`config.mk`:
```
export PLATFORM = sky130hd
export DESIGN_NAME = fetch_prefetch_buffer
export DESIGN_NICKNAME = d
export VERILOG_FILES = /design/src/rtl/fetch_prefetch_buffer.sv
export SDC_FILE = /design/constraint.sdc
export NUM_CORES = 1
export LEC_CHECK = 0
export BUFFER_PORTS_ARGS = -buffer_cell sky130_fd_sc_hd__buf_2
export CAP_MARGIN = 10
export CORE_AREA = 2 2 164 166
export CTS_CLUSTER_DIAMETER = 150
export DETAILED_ROUTE_END_ITERATION = 10
export DIE_AREA = 0 0 166 168
export GPL_ROUTABILITY_DRIVEN = 0
export PLACE_DENSITY = 0.77
export SKIP_LAST_GASP = 1
export SLEW_MARGIN = 20
export SYNTH_ARGS = -nofsm -noshare
export SYNTH_HDL_FRONTEND = slang
export SYNTH_SLANG_ARGS = --single-unit
```
`constraint.sdc`:
```
create_clock -name clk -period 3.06 [get_ports clk]
set_input_delay 0.918 -clock clk [delete_from_list [all_inputs] [get_ports clk]]
set_output_delay 0.918 -clock clk [all_outputs]
set_load 0.02 [all_outputs]
```
`src/rtl/fetch_prefetch_buffer.sv`:
```
`default_nettype none
// ============================================================================
// Module   : fetch_prefetch_buffer
// Purpose  : Fetch PC owner and req/ack prefetch FIFO feeding the IF/ID register.
//            Optional same-cycle bypass selected by macro FETCH_BUF_BYPASS_EN.
// Revision : 1.0 - initial release
// ============================================================================
module fetch_prefetch_buffer #(
    parameter int          DEPTH    = 4,
    parameter logic [31:0] RESET_PC = 32'h0000_0000
) (
    input  logic                     clk,
    input  logic                     R,
    input  logic                     redirect,
    input  logic [31:0]              redirect_pc,
    input  logic                     id_le,
    output logic                     im_req,
    output logic [31:0]              im_addr,
    input  logic                     im_ack,
    input  logic [31:0]              im_data,
    output logic                     if_valid,
    output logic [31:0]              if_pc,
    output logic [31:0]              if_instr,
    output logic [$clog2(DEPTH):0]   occupancy
);

    localparam int            PW      = $clog2(DEPTH);
    localparam int            CW      = PW + 1;
    localparam logic [CW-1:0] C_DEPTH = CW'(DEPTH);
    localparam logic [1:0]    S_IDLE  = 2'd0;
    localparam logic [1:0]    S_REQ   = 2'd1;
    localparam logic [1:0]    S_DROP  = 2'd2;

    logic [1:0]    state_q, state_d;
    logic [31:0]   fpc_q, fpc_d;
    logic [31:0]   tgt_q, tgt_d;
    logic [PW-1:0] rd_ptr_q, rd_ptr_d, wr_ptr_q, wr_ptr_d;
    logic [CW-1:0] count_q, count_d, count_next;
    logic [31:0]   pc_mem_q    [DEPTH];
    logic [31:0]   instr_mem_q [DEPTH];

    logic [31:0] w_rpc;
    logic        w_unused_rpc;
    logic        w_empty, w_byp, w_push, w_pop, w_fifo_pop;

    assign w_rpc        = {redirect_pc[31:2], 2'b00};
    assign w_unused_rpc = ^redirect_pc[1:0];
    assign w_empty      = (count_q == '0);

`ifdef FETCH_BUF_BYPASS_EN
    assign w_byp = w_empty & (state_q == S_REQ) & im_ack & ~redirect;
`else
    assign w_byp = 1'b0;
`endif

    // A bypassed word that is consumed on the spot never enters the FIFO.
    assign w_pop      = if_valid & id_le & ~redirect;
    assign w_fifo_pop = w_pop & ~w_empty;
    assign w_push     = (state_q == S_REQ) & im_ack & ~redirect & ~(w_byp & id_le);
    assign count_next = count_q + CW'(w_push) - CW'(w_fifo_pop);

    // State register
    always_ff @(posedge clk or negedge R) begin
        if (!R) begin
            state_q  <= S_IDLE;
            fpc_q    <= RESET_PC;
            tgt_q    <= RESET_PC;
            rd_ptr_q <= '0;
            wr_ptr_q <= '0;
            count_q  <= '0;
        end else begin
            state_q  <= state_d;
            fpc_q    <= fpc_d;
            tgt_q    <= tgt_d;
            rd_ptr_q <= rd_ptr_d;
            wr_ptr_q <= wr_ptr_d;
            count_q  <= count_d;
        end
    end

    always_ff @(posedge clk) begin
        if (w_push) begin
            pc_mem_q[wr_ptr_q]    <= fpc_q;
            instr_mem_q[wr_ptr_q] <= im_data;
        end
    end

    // Next-state: fpc keeps the outstanding address while DROP waits for its ack.
    always_comb begin
        state_d = state_q;
        fpc_d   = fpc_q;
        tgt_d   = tgt_q;
        if (redirect) begin
            case (state_q)
                S_DROP: begin
                    tgt_d = w_rpc;
                    if (im_ack) begin
                        state_d = S_REQ;
                        fpc_d   = w_rpc;
                    end
                end
                S_REQ: begin
                    if (im_ack) begin
                        fpc_d = w_rpc;
                    end else begin
                        state_d = S_DROP;
                        tgt_d   = w_rpc;
                    end
                end
                default: begin
                    state_d = S_REQ;
                    fpc_d   = w_rpc;
                end
            endcase
        end else begin
            case (state_q)
                S_IDLE: begin
                    if (count_next < C_DEPTH) state_d = S_REQ;
                end
                S_REQ: begin
                    if (im_ack) begin
                        fpc_d = fpc_q + 32'd4;
                        if (!(count_next < C_DEPTH)) state_d = S_IDLE;
                    end
                end
                S_DROP: begin
                    if (im_ack) begin
                        state_d = S_REQ;
                        fpc_d   = tgt_q;
                    end
                end
                default: state_d = S_IDLE;
            endcase
        end
    end

    always_comb begin
        rd_ptr_d = rd_ptr_q;
        wr_ptr_d = wr_ptr_q;
        count_d  = count_next;
        if (redirect) begin
            rd_ptr_d = '0;
            wr_ptr_d = '0;
            count_d  = '0;
        end else begin
            if (w_fifo_pop) rd_ptr_d = rd_ptr_q + PW'(1);
            if (w_push)     wr_ptr_d = wr_ptr_q + PW'(1);
        end
    end

    // Outputs
    always_comb begin
        im_req    = (state_q == S_REQ) | (state_q == S_DROP);
        im_addr   = fpc_q;
        occupancy = count_q;
        if_valid  = ~w_empty | w_byp;
        if_pc     = 32'h0;
        if_instr  = 32'h0;
        if (!w_empty) begin
            if_pc    = pc_mem_q[rd_ptr_q];
            if_instr = instr_mem_q[rd_ptr_q];
        end else if (w_byp) begin
            if_pc    = fpc_q;
            if_instr = im_data;
        end
    end

endmodule
`default_nettype wire

```
==> impl_metrics.py <==
metrics = {
    "run_status": {
        "status": "completed",
    },
    "logic_synthesis": {
        "yosys.area_share.xor_xnor_pct": 1.08,
        "yosys.area.top_type": "edfxtp_1",
        "syn_inst": 827,
        "synth_area_leaders": "edfxtp_1, dfrtp_1, mux4_2, and2_1, mux2_2",
        "async_reset_ff_share_pct": 21.8,
        "synth.mux.area_fraction_pct": 13.1,
        "synth.yosys.seq_area_share_pct": 68.3,
        "synth_edf_count": 248,
        "synth_top_area_share_pct": 55.5,
        "mappedNetlistArea_um2": 13400,
        "synth_top_family_by_area": "multiplexers",
        "yosysWarnings": 0,
        "yosysUniqueCellTypes": 65,
        "synth_compound_area_share_pct": 5.73,
        "synth_fa_ha_area_share_pct": 1.08,
        "ys.flop_type": "edfxtp_1",
        "synth_area_per_cell_um2": 16.2,
        "yosys_register_bits": 317,
        "yosys.area_share.simple_pct": 8.38,
    },
    "sta": {
        "tightest_slew_ns": 0.682,
        "report.final.hold_viol_count": 0,
        "min_period_over_period_pct": 98.2,
        "finClkSkew_ns": 0.00838,
        "setup_viol": 0,
        "setup_slack_ns": 0.0558,
        "fmax_mhz": 333,
        "slew_headroom_pct": 54.5,
        "layout_min_cycle_time_ns": 3.00,
        "rsz0062_at_grt": "true",
        "whs_ns": 0.454,
        "final_max_slew_viol_count": 0,
    },
    "final_layout": {
        "stdcell_count": 1396,
        "n_antenna_cell": 0,
        "final_common_cell": "edfxtp_1",
        "register_area_um2": 9180,
        "fin_nets": 1110,
        "multi_input_area_um2": 3990,
        "drive_gt1_share_pct": 36.7,
        "area_growth_pct": 20.8,
        "n_fill_cell": 1913,
        "layout_common_cells": "edfxtp_1, buf_2, dfrtp_1",
    },
    "clock_tree": {
        "cts.path.max_buffers": 3,
        "cts_buffers": 34,
        "hold_buffers": 0,
        "clock_latency_ns": 0.50,
        "numClockSinks": 317,
        "tritoncts": "yes",
        "htreeDepth": 2,
        "clockRootBuffer": "clkbuf_16",
        "clkTransAtPathRegs_ns": 0.06,
    },
    "grt": {
        "track_usage_pct": 21.3,
        "first_global_vias": 8117,
        "globalRouteOverflowTotal": 0,
        "antenna_found_initial": 0,
        "grt_max_degree": 65,
        "grt_pass1_wl_um": 46400,
    },
    "setup_path": {
        "cpMaxStageDelayCell": "mux4_2",
        "path_cells": "buf_6, buf_4, mux4_2, and2_1, buf_2",
        "crit_fanout": 5,
        "required_ns": 2.14,
        "r2r-start": "occupancy[0]$_DFF_PN0_",
        "start_kind": "flip-flop",
        "max_stage_delay_ns": 0.53,
        "worstRegToRegCells": 13,
        "cp-end-kind": "output port",
        "r2r_end": "state_q[0]$_DFFE_PN0P_",
        "rrSetupSlack_ns": 0.25,
        "criticalPathCategory": "flip-flop to output port",
        "cp.arrival_ns": 2.09,
    },
    "floorplanning": {
        "dieHeight_um": 168,
        "die_w_um": 166,
        "io_pins": 170,
        "dieArea_um2": 27900,
        "num_rows": 60,
        "core_area_um2": 26400,
        "start_util_pct": 51.0,
    },
    "route": {
        "firstDrtPassIters": 6,
        "routed-via-count": 8093,
        "viasPerCell": 5.80,
        "wire_per_inst_um": 21.5,
        "routed_wl_um": 30100,
        "drt_iter0_markers": 780,
        "route.detailed.drc": 0,
        "ant_nets": 0,
    },
    "worst_hold_path": {
        "hold_class": "input port to asynchronous set/reset pin",
    },
    "power": {
        "p_per_area_nw_per_um2": 950,
        "p_total_w": 0.0154,
        "leakagePower_nw": 5.93,
        "vdd_drop_max_uv": 558,
    },
    "place": {
        "dpl.hpwl_um": 18700,
        "numPlacedInstances": 1324,
        "port_buffers": 163,
        "dpl_worst_slack_ns": -0.0672,
    },
    "run": {
        "max_cap_violations": 0,
    },
}
## cell families after synthesis
kind of cell,Yosys count
other cells,1
xor+xnor,15
mux,94
simple gates,204
compound gates,115
fa+ha+maj,11
flops,317
buf+inv,70
## where the power goes
| part | switching, W | internal [W] | total (W) |
|---|---|---|---|
| Combinational | 0.00295 | 0.00246 | 0.00541 |
| Clock | 0.00163 | 0.00214 | 0.00378 |
| Sequential | 0.000702 | 0.00553 | 0.00623 |
## registers in the layout, indices dropped and copies added (netlist names)
signal       flops
im_addr         30
wr_ptr_q         2
pc_mem_q       120
tgt_q           30
occupancy        3
instr_mem_q    128
state_q          2
rd_ptr_q         2
## critical path, delay by kind of cell (launching register included)
kind	cells	cell delay, ns
DFF	1	0.44
muxes	1	0.53
buffers and inverters	3	0.44
and+or+nand+nor	1	0.17
## Yosys cell counts, types with 5 or more instances
cell type	n
edfxtp_1	248
o2bb2ai_1	5
buf_2	7
a22oi_1	5
o211ai_1	6
nand3_1	14
dfrtp_1	69
nor2_1	30
nor3_1	7
nor4_1	12
ha_1	10
inv_1	14
mux4_2	62
and3_1	13
xnor2_1	7
nand2_1	36
buf_1	7
xor2_1	7
and2_1	63
clkbuf_1	33
o21ai_0	34
mux2_2	30
a21oi_1	24
buf_4	7
## through the flow
step                TNS, ns  utilization, %  instance area (um^2)
floorplan            -0.149               -                 13500
global placement    -0.0161            56.7                 15000
detailed placement  -0.0937            56.7                 15000
CTS                 -0.0413            61.1                 16100
global route        -0.0468            61.6                 16200
finish                    0            61.6                 16200
## area by class of cell
type / instances / area share (%)
sequential: 317 / 56.6
multi-input combinational: 443 / 24.6
timing repair buffer: 220 / 9.45
clock buffer: 42 / 5.62
tap: 341 / 2.63
clock inverter: 19 / 0.771
inverter: 14 / 0.324
## metal layers
metal	up-vias	wire (um)	share of wire (%)	GRT usage, %
li1	3624	-	-	-
met1	4119	13000	43	30.6
met2	308	14700	49	34.4
met3	42	1800	6.0	3.53
met4	0	537	1.8	5.56
met5	-	0	0	0
## worst max path at each step
stage,from,endpoint,slack (ns),cells after the start
after global placement,redirect,state_q[0]$_DFFE_PN0P_,-0.02,13
after floorplan,redirect,state_q[0]$_DFFE_PN0P_,-0.15,14
after CTS,rd_ptr_q[0]$_DFFE_PN0P_,if_pc[16],-0.01,5
after detailed placement,redirect,state_q[0]$_DFFE_PN0P_,-0.07,13
after global routing,rd_ptr_q[0]$_DFFE_PN0P_,if_instr[0],-0.02,5
final,rd_ptr_q[0]$_DFFE_PN0P_,if_pc[19],0.06,5
## what timing repair did
item                                    CTS  global route
endpoints found under the setup margin   62            43
gates resized for setup                   2            17
setup buffers                             6             1
cloned                                    1             3
hold endpoints to repair                  0             0
Note: power is estimated with default switching activity, not from simulation.
